`config.mk`:
```
export PLATFORM = sky130hd
export DESIGN_NAME = oam_dma
export DESIGN_NICKNAME = d
export VERILOG_FILES = /design/src/rtl/oam_dma.sv
export SDC_FILE = /design/constraint.sdc
export NUM_CORES = 1
export LEC_CHECK = 0
export BUFFER_PORTS_ARGS = -buffer_cell sky130_fd_sc_hd__buf_2
export CORE_MARGIN = 3
export CORE_UTILIZATION = 55
export CTS_CLUSTER_SIZE = 20
export DETAILED_ROUTE_END_ITERATION = 8
export PLACE_DENSITY = 0.85
export SYNTH_ARGS = -nofsm -noshare
export SYNTH_HDL_FRONTEND = slang
export SYNTH_SLANG_ARGS = --single-unit
```
`constraint.sdc`:
```
create_clock -name clockgb -period 4.63 [get_ports clockgb]
set_input_delay 0 -clock clockgb [delete_from_list [all_inputs] [get_ports clockgb]]
set_output_delay 0 -clock clockgb [all_outputs]
set_load 0.05 [all_outputs]
```
`src/rtl/oam_dma.sv`:
```
// OAM DMA engine.
// Decodes the source-page register on the CPU side and arbitrates the system bus. On a trigger
// it copies OAM_BYTES bytes from {src_page, idx} to OAM_BASE + idx. Each byte takes three
// cycles: READ, WAIT (data capture) and WRITE.
//
// Ports:
//   clockgb      system clock
//   reset        asynchronous active-high reset
//   cpu_*        CPU-side request (address, wdata, load, store) and returned rdata
//   bus_*        system bus request (address, wdata, load, store) and OR-combined rdata
//   dma_active   high while a transfer owns the bus
//
// Build option: OAM_DMA_RESTART_EN. When defined, a register store during a transfer restarts
// the copy from the new page. When undefined, the store only updates the register.
module oam_dma #(
  parameter logic [15:0] OAM_BASE  = 16'hfe00,
  parameter int unsigned OAM_BYTES = 160,
  parameter logic [15:0] REG_ADDR  = 16'hff46
) (
  input  logic        clockgb,
  input  logic        reset,
  input  logic [15:0] cpu_address,
  input  logic [7:0]  cpu_wdata,
  input  logic        cpu_load,
  input  logic        cpu_store,
  output logic [7:0]  cpu_rdata,
  output logic [15:0] bus_address,
  output logic [7:0]  bus_wdata,
  output logic        bus_load,
  output logic        bus_store,
  input  logic [7:0]  bus_rdata,
  output logic        dma_active
);

  localparam logic [7:0] LastIdx = 8'(OAM_BYTES - 1);

  typedef enum logic [2:0] {StIdle, StStart, StRead, StWait, StWrite} state_e;

  state_e     r_state, w_state;
  logic [7:0] r_page, w_page;
  logic [7:0] r_src, w_src;
  logic [7:0] r_idx, w_idx;
  logic [7:0] r_data, w_data;
  logic       r_rd_page;   // previous cycle was a CPU load of the register
  logic       r_rd_owned;  // previous cycle belonged to the DMA

  logic       w_reg_store;
  logic       w_reg_load;
  logic [7:0] w_fold;

  assign w_reg_store = cpu_store && (cpu_address == REG_ADDR);
  assign w_reg_load  = cpu_load && (cpu_address == REG_ADDR);
  // Echo RAM pages 0xE0-0xFF alias 0xC0-0xDF.
  assign w_fold      = (cpu_wdata > 8'hdf) ? (cpu_wdata - 8'h20) : cpu_wdata;

  always_ff @(posedge clockgb or posedge reset) begin
    if (reset) begin
      r_state    <= StIdle;
      r_page     <= 8'h00;
      r_src      <= 8'h00;
      r_idx      <= 8'h00;
      r_data     <= 8'h00;
      r_rd_page  <= 1'b0;
      r_rd_owned <= 1'b0;
    end else begin
      r_state    <= w_state;
      r_page     <= w_page;
      r_src      <= w_src;
      r_idx      <= w_idx;
      r_data     <= w_data;
      r_rd_page  <= w_reg_load;
      r_rd_owned <= (r_state != StIdle);
    end
  end

  always_comb begin
    w_state = r_state;
    w_page  = w_reg_store ? cpu_wdata : r_page;
    w_src   = r_src;
    w_idx   = r_idx;
    w_data  = r_data;
    unique case (r_state)
      StIdle: begin
        if (w_reg_store) begin
          w_state = StStart;
          w_src   = w_fold;
          w_idx   = 8'h00;
        end
      end
      StStart: w_state = StRead;
      StRead:  w_state = StWait;
      StWait: begin
        w_data  = bus_rdata;
        w_state = StWrite;
      end
      StWrite: begin
        if (r_idx != LastIdx) begin
          w_idx   = r_idx + 8'h01;
          w_state = StRead;
        end else begin
          w_state = StIdle;
        end
      end
      default: w_state = StIdle;
    endcase
`ifdef OAM_DMA_RESTART_EN
    // The current cycle's bus strobe is driven from r_state, so a final WRITE still lands.
    if ((r_state != StIdle) && w_reg_store) begin
      w_state = StStart;
      w_src   = w_fold;
      w_idx   = 8'h00;
    end
`endif
  end

  always_comb begin
    bus_address = 16'h0000;
    bus_wdata   = 8'h00;
    bus_load    = 1'b0;
    bus_store   = 1'b0;
    unique case (r_state)
      StIdle: begin
        if (!reset) begin
          bus_address = cpu_address;
          bus_wdata   = cpu_wdata;
          bus_store   = cpu_store;
          bus_load    = cpu_load && !cpu_store;
        end
      end
      StRead: begin
        bus_load    = 1'b1;
        bus_address = {r_src, r_idx};
      end
      StWrite: begin
        bus_store   = 1'b1;
        bus_address = OAM_BASE + {8'h00, r_idx};
        bus_wdata   = r_data;
      end
      default: ;
    endcase
  end

  assign dma_active = (r_state != StIdle);

  always_comb begin
    if (reset)           cpu_rdata = 8'h00;
    else if (r_rd_page)  cpu_rdata = r_page;
    else if (r_rd_owned) cpu_rdata = 8'hff;
    else                 cpu_rdata = bus_rdata;
  end

endmodule
```
Word level (Yosys, flattened, before mapping)
Cells that the tools add are included.

Bits in registers: 37. Bits of input ports: 36. Output and inout bits: 35. Word-level logic and storage cells: 46.

$add $sub $neg: 3. $lt $le $gt $ge: 1. Equality and inequality tests: 8. Multiplexer cells: 18. Reduce and logical (&&, ||, !) cells: 9.

Operators with widths (count): 2-to-1 mux 8 bit (7); one-hot mux 16 bit (3 select lines) (1); one-hot mux 8 bit (2 select lines) (2); equality test 16 bit, second input constant (1); 2-to-1 mux 16 bit (1); one-hot mux 3 bit (5 select lines) (1); adder 10 x 9 -> 11 bit, first input constant (1); adder 8 x 1 -> 8 bit, second input constant (1); > comparator 8 bit, second input constant (1); != test 8 bit, second input constant (1); subtractor 8 x 6 -> 8 bit, second input constant (1); equality test 3 x 2 -> 1 bit, second input constant (2); != test 2 bit, second input constant (2); one-hot mux 1 bit (2 select lines) (2); equality test 3 x 1 -> 1 bit, second input constant (1); equality test 3 bit, second input constant (1); logical AND 1 bit (3); logical NOT 3 bit (1); 2-to-1 mux 3 bit (1); AND reduction 3 bit (1); nonzero test 3 bit (1); 2-to-1 mux 1 bit (2); 2-to-1 mux 2 bit (1); AND reduction 2 bit (1); 2 further kinds (2).

Longest topological paths before layout
Depth after elaboration: 4. Mapped depth: 6. Gate-level depth less buffers: 5.

Worst setup path before layout
No wires, ideal clock.

Path type: reg2out. Start: reg r_state[0]. End: out bus_address[1]. Arrival time: 2.062 ns. Required time: 4.630 ns. Path slack: 2.568 ns. Stages on the path, launching flop included: 6. Path buffers: 2. Cell sequence: dfrtp_1 -> buf_2 -> or3_1 -> nor2_1 -> buf_2 -> a22o_1.

Longest elaborated chain between the ends: 2. Elaborated cells on any way between the ends: 4. Classes of those cells: eq/ne: 2; mux: 1; reduce/logical: 1.

Ends and longest elaborated chain: from (decl) (line 39) `state_e r_state, w_state;`; from (signal assigned) (line 58) `r_state <= StIdle;`; from (signal assigned) (line 66) `r_state <= w_state;`; equality test 3 bit (tied with other cells) (line 121) `unique case (r_state)`; one-hot mux 16 bit (3 select lines) * (line 121); to (decl) (line 27) `output logic [15:0] bus_address,`.

Every way passes the cells marked *; elsewhere a longest branch is shown, timed or not.

Final worst setup path
Start: reg r_state[2]. End: out bus_wdata[6].

Longest elaborated chain between the ends: 2. Elaborated cells on any way between the ends: 3. Classes of those cells: eq/ne: 1; mux: 1; reduce/logical: 1.

Ends and longest elaborated chain: equality test 3 bit / logical NOT 3 bit (equally long branches) (line 121); one-hot mux 8 bit (2 select lines) * (line 121); to (decl) (line 28) `output logic [7:0] bus_wdata,`.

Marks and branches as above.

==> flow_summary.toml <==
[timing]
maxSlewViolCount = 0
period_share_pct = 57.0
rsz0062_at_grt = "no"
finalSetupViolations = 0
maxSlewHeadroom_pct = 35.1
worst_slew_pin_slew_ns = 0.969
tns_ns = 0
hold_viol = 0
worst_clock_skew_ns = 0.00834
fmax_mhz = 379
period_needed_ns = 2.64

[yosys]
synth-xor-area-share_pct = 0.785
yosys-top-cells-count = "dfrtp_1 (37), nand2_1 (20), nor2_1 (17)"
muxShareOfSynthArea_pct = 12.1
yosysTopAreaCellShare_pct = 41.5
ys_top_cells_by_area = "dfrtp_1 (42%), mux2_1 (5.6%), a22o_1 (5.5%), mux2_2 (4.5%), nand2_1 (3.4%)"
synth-main-ff-cell = "dfrtp_1"
ys_types = 46
synth-simple-area-share_pct = 21.0
synthAdderAreaFrac_pct = 1.12
ys_warn_count = 0
synth_seq_cells = 37
yosysSeqAreaShare_pct = 41.5
yosysMostFrequentCell = "dfrtp_1"
netlist_area_sq_mm = 0.00223
synth-edff-count = 0
synth_area_per_cell_sq_um = 9.70
syn_inst = 230
yosysTopAreaCell = "dfrtp_1"
asyncSetResetFlopFracSynth_pct = 100
synth_top_family_by_area = "simple AND/OR/NAND/NOR gates"
synth.net_count = 268
synth_compound_area_share_pct = 19.0

[floorplanning]
ioPinCount = 71
fp.dieH_um = 69.7
die_x_um = 69.7
std_cell_rows = 22
initial_core_util_pct = 59.2
core-area_sq_mm = 0.00377
fp.dieArea_sq_mm = 0.00486

[critical_path]
crit_required_ns = 4.63
cp_max_fo = 21
crit_path_end_kind = "output port"
startpoint_type = "register"
r2r_slack_ns = 2.06
worstSetupPathType = "register to output port"
arrival_ns = 2.64

[route]
postRouteAntennaNets = 0
viasPerCell = 6.06
wl_per_cell_um = 17.1
wl_um = 6170
routed-via-count = 2180
drt_iter0_markers = 219
drc = 0
firstDrtPassIters = 5

[global_route]
grt_pass1_vias = 2121
grt_usage_pct = 26.7
grt_pass1_wl_um = 10300
grt_max_degree = 30
grt_antenna_before_repair = 0
overflow = 0

[clock_network]
cts_tree = "done"
path_clk_slew_ns = 0.08
cts_resized = 0
htreeDepth = 2
cts-root-buf = "clkbuf_8"
clk-insertion-delay-late_ns = 0.30
clockBufferDepth = 2
clock-sinks = 37
numCtsBuffers = 5

[power_and_ir_drop]
power.share.switching_pct = 50.7
net-switching-power_uw = 939
vdd_drop_max_mv = 0.395
p_int_uw = 911
pwr-share-comb_pct = 51.6
leakagePower_nw = 1.44
p_clk_share_pct = 18.3
p_per_area_mw_per_mm2 = 645
power_frac_seq_pct = 30.1

[cells_and_area]
layout.nets = 349
antennaDiodeCount = 0
final_core_util_pct = 76.1
area_growth_pct = 28.6
layout-drive-gt1-share_pct = 31.4

[place]
routabilityCongestion = 0.859
portBuffers = 70
dp_hpwl_um = 4100

[min_path]
hold_path.class = "primary input to register"

[outcome]
status = "finished, final reports clean"

[job]
drv_cap = 0
## worst paths after layout
path / start / endpoint / depth (start not counted)
max in group asynchronous: reset / r_rd_page / 4
worst max-delay path: r_state[2] / bus_wdata[6] / 4
worst max register to register: r_state[2] / r_idx[5] / 4
min in group asynchronous: reset / r_state[2] / 3
worst min-delay path: cpu_load / r_rd_page / 2
worst min register to register: r_src[3] / r_src[3] / 1
## cell usage in the layout, fill, tap and decap left out, types with 7 or more instances in the layout
cell type,netlist,routed
a21oi_1,12,12
a22o_1,14,14
buf_2,5,70
dfrtp_1,37,37
dlygate4sd3_1,0,16
mux2_1,11,11
mux2_2,9,9
nand2_1,20,20
nor2_1,17,17
nor2b_1,10,10
nor3_1,10,10
o21ai_0,11,11
o22ai_1,7,7
## area by class of cell
type	instances	area, sq um
Clock buffer	5	68.8
Inverter	7	26.3
Tap cell	48	60.1
Fill cell	232	902
Sequential cell	37	926
Multi-Input combinational cell	173	1200
Timing Repair Buffer	87	518
Clock inverter	3	65.1
## power by group through the flow
stage | clock, mW | combinational (mW) | sequential [mW]
final | 0.339 | 0.955 | 0.557
after global routing | 0.358 | 1.02 | 0.578
after CTS | 0.341 | 0.951 | 0.552
after detailed placement | 0 | 0.933 | 0.554
after global placement | 0 | 0.919 | 0.551
after floorplan | 0 | 0.811 | 0.478
## metal layers
layer / share of wire [%] / GRT usage [%]
met1: 39 / 32.6
met2: 49 / 44.5
met3: 8.7 / 7.39
met4: 2.6 / 11.1
met5: 0 / 0
## cells by family (layout without fill, tap and decap cells)
kind of cell | after synthesis | after routing
AOI/OAI and AO/OA | 62 | 62
xor gates and xnor gates | 2 | 2
adders and majority gates | 2 | 2
buffers and inverters | 20 | 102
DFF | 37 | 37
muxes | 23 | 23
and+or+nand+nor | 84 | 84
## registers in the layout (all words and copies together) (netlist names)
name	count
r_data	8
r_idx	8
r_page	8
r_rd_owned	1
r_rd_page	1
r_src	8
r_state	3
## metrics by stage
stage	setup slack [ns]	hold WS, ns	instance area, sq um	total power [mW]	instances
3_3_place_gp	2.20	0.252	2570	1.47	336
6_report	1.99	0.00782	2870	1.85	360
3_5_place_dp	2.14	0.257	2570	1.49	336
2_1_floorplan	2.57	0.0660	2230	1.29	230
5_1_grt	1.81	0.000390	2870	1.95	360
4_1_cts	2.00	0.00324	2870	1.84	360
## worst max-delay path, stage by stage (launching register included)
cell     delay [ns]
dfrtp_1        0.61
or3_1          0.50
nor2_1         0.69
a22o_1         0.26
buf_2          0.27
## repair_timing
item / in CTS / in global routing
setup buffers: 0 / 0
endpoints found under the hold margin: 40 / 0
hold buffers: 16 / 0
No activity file was read; power rests on OpenSTA's default activity.
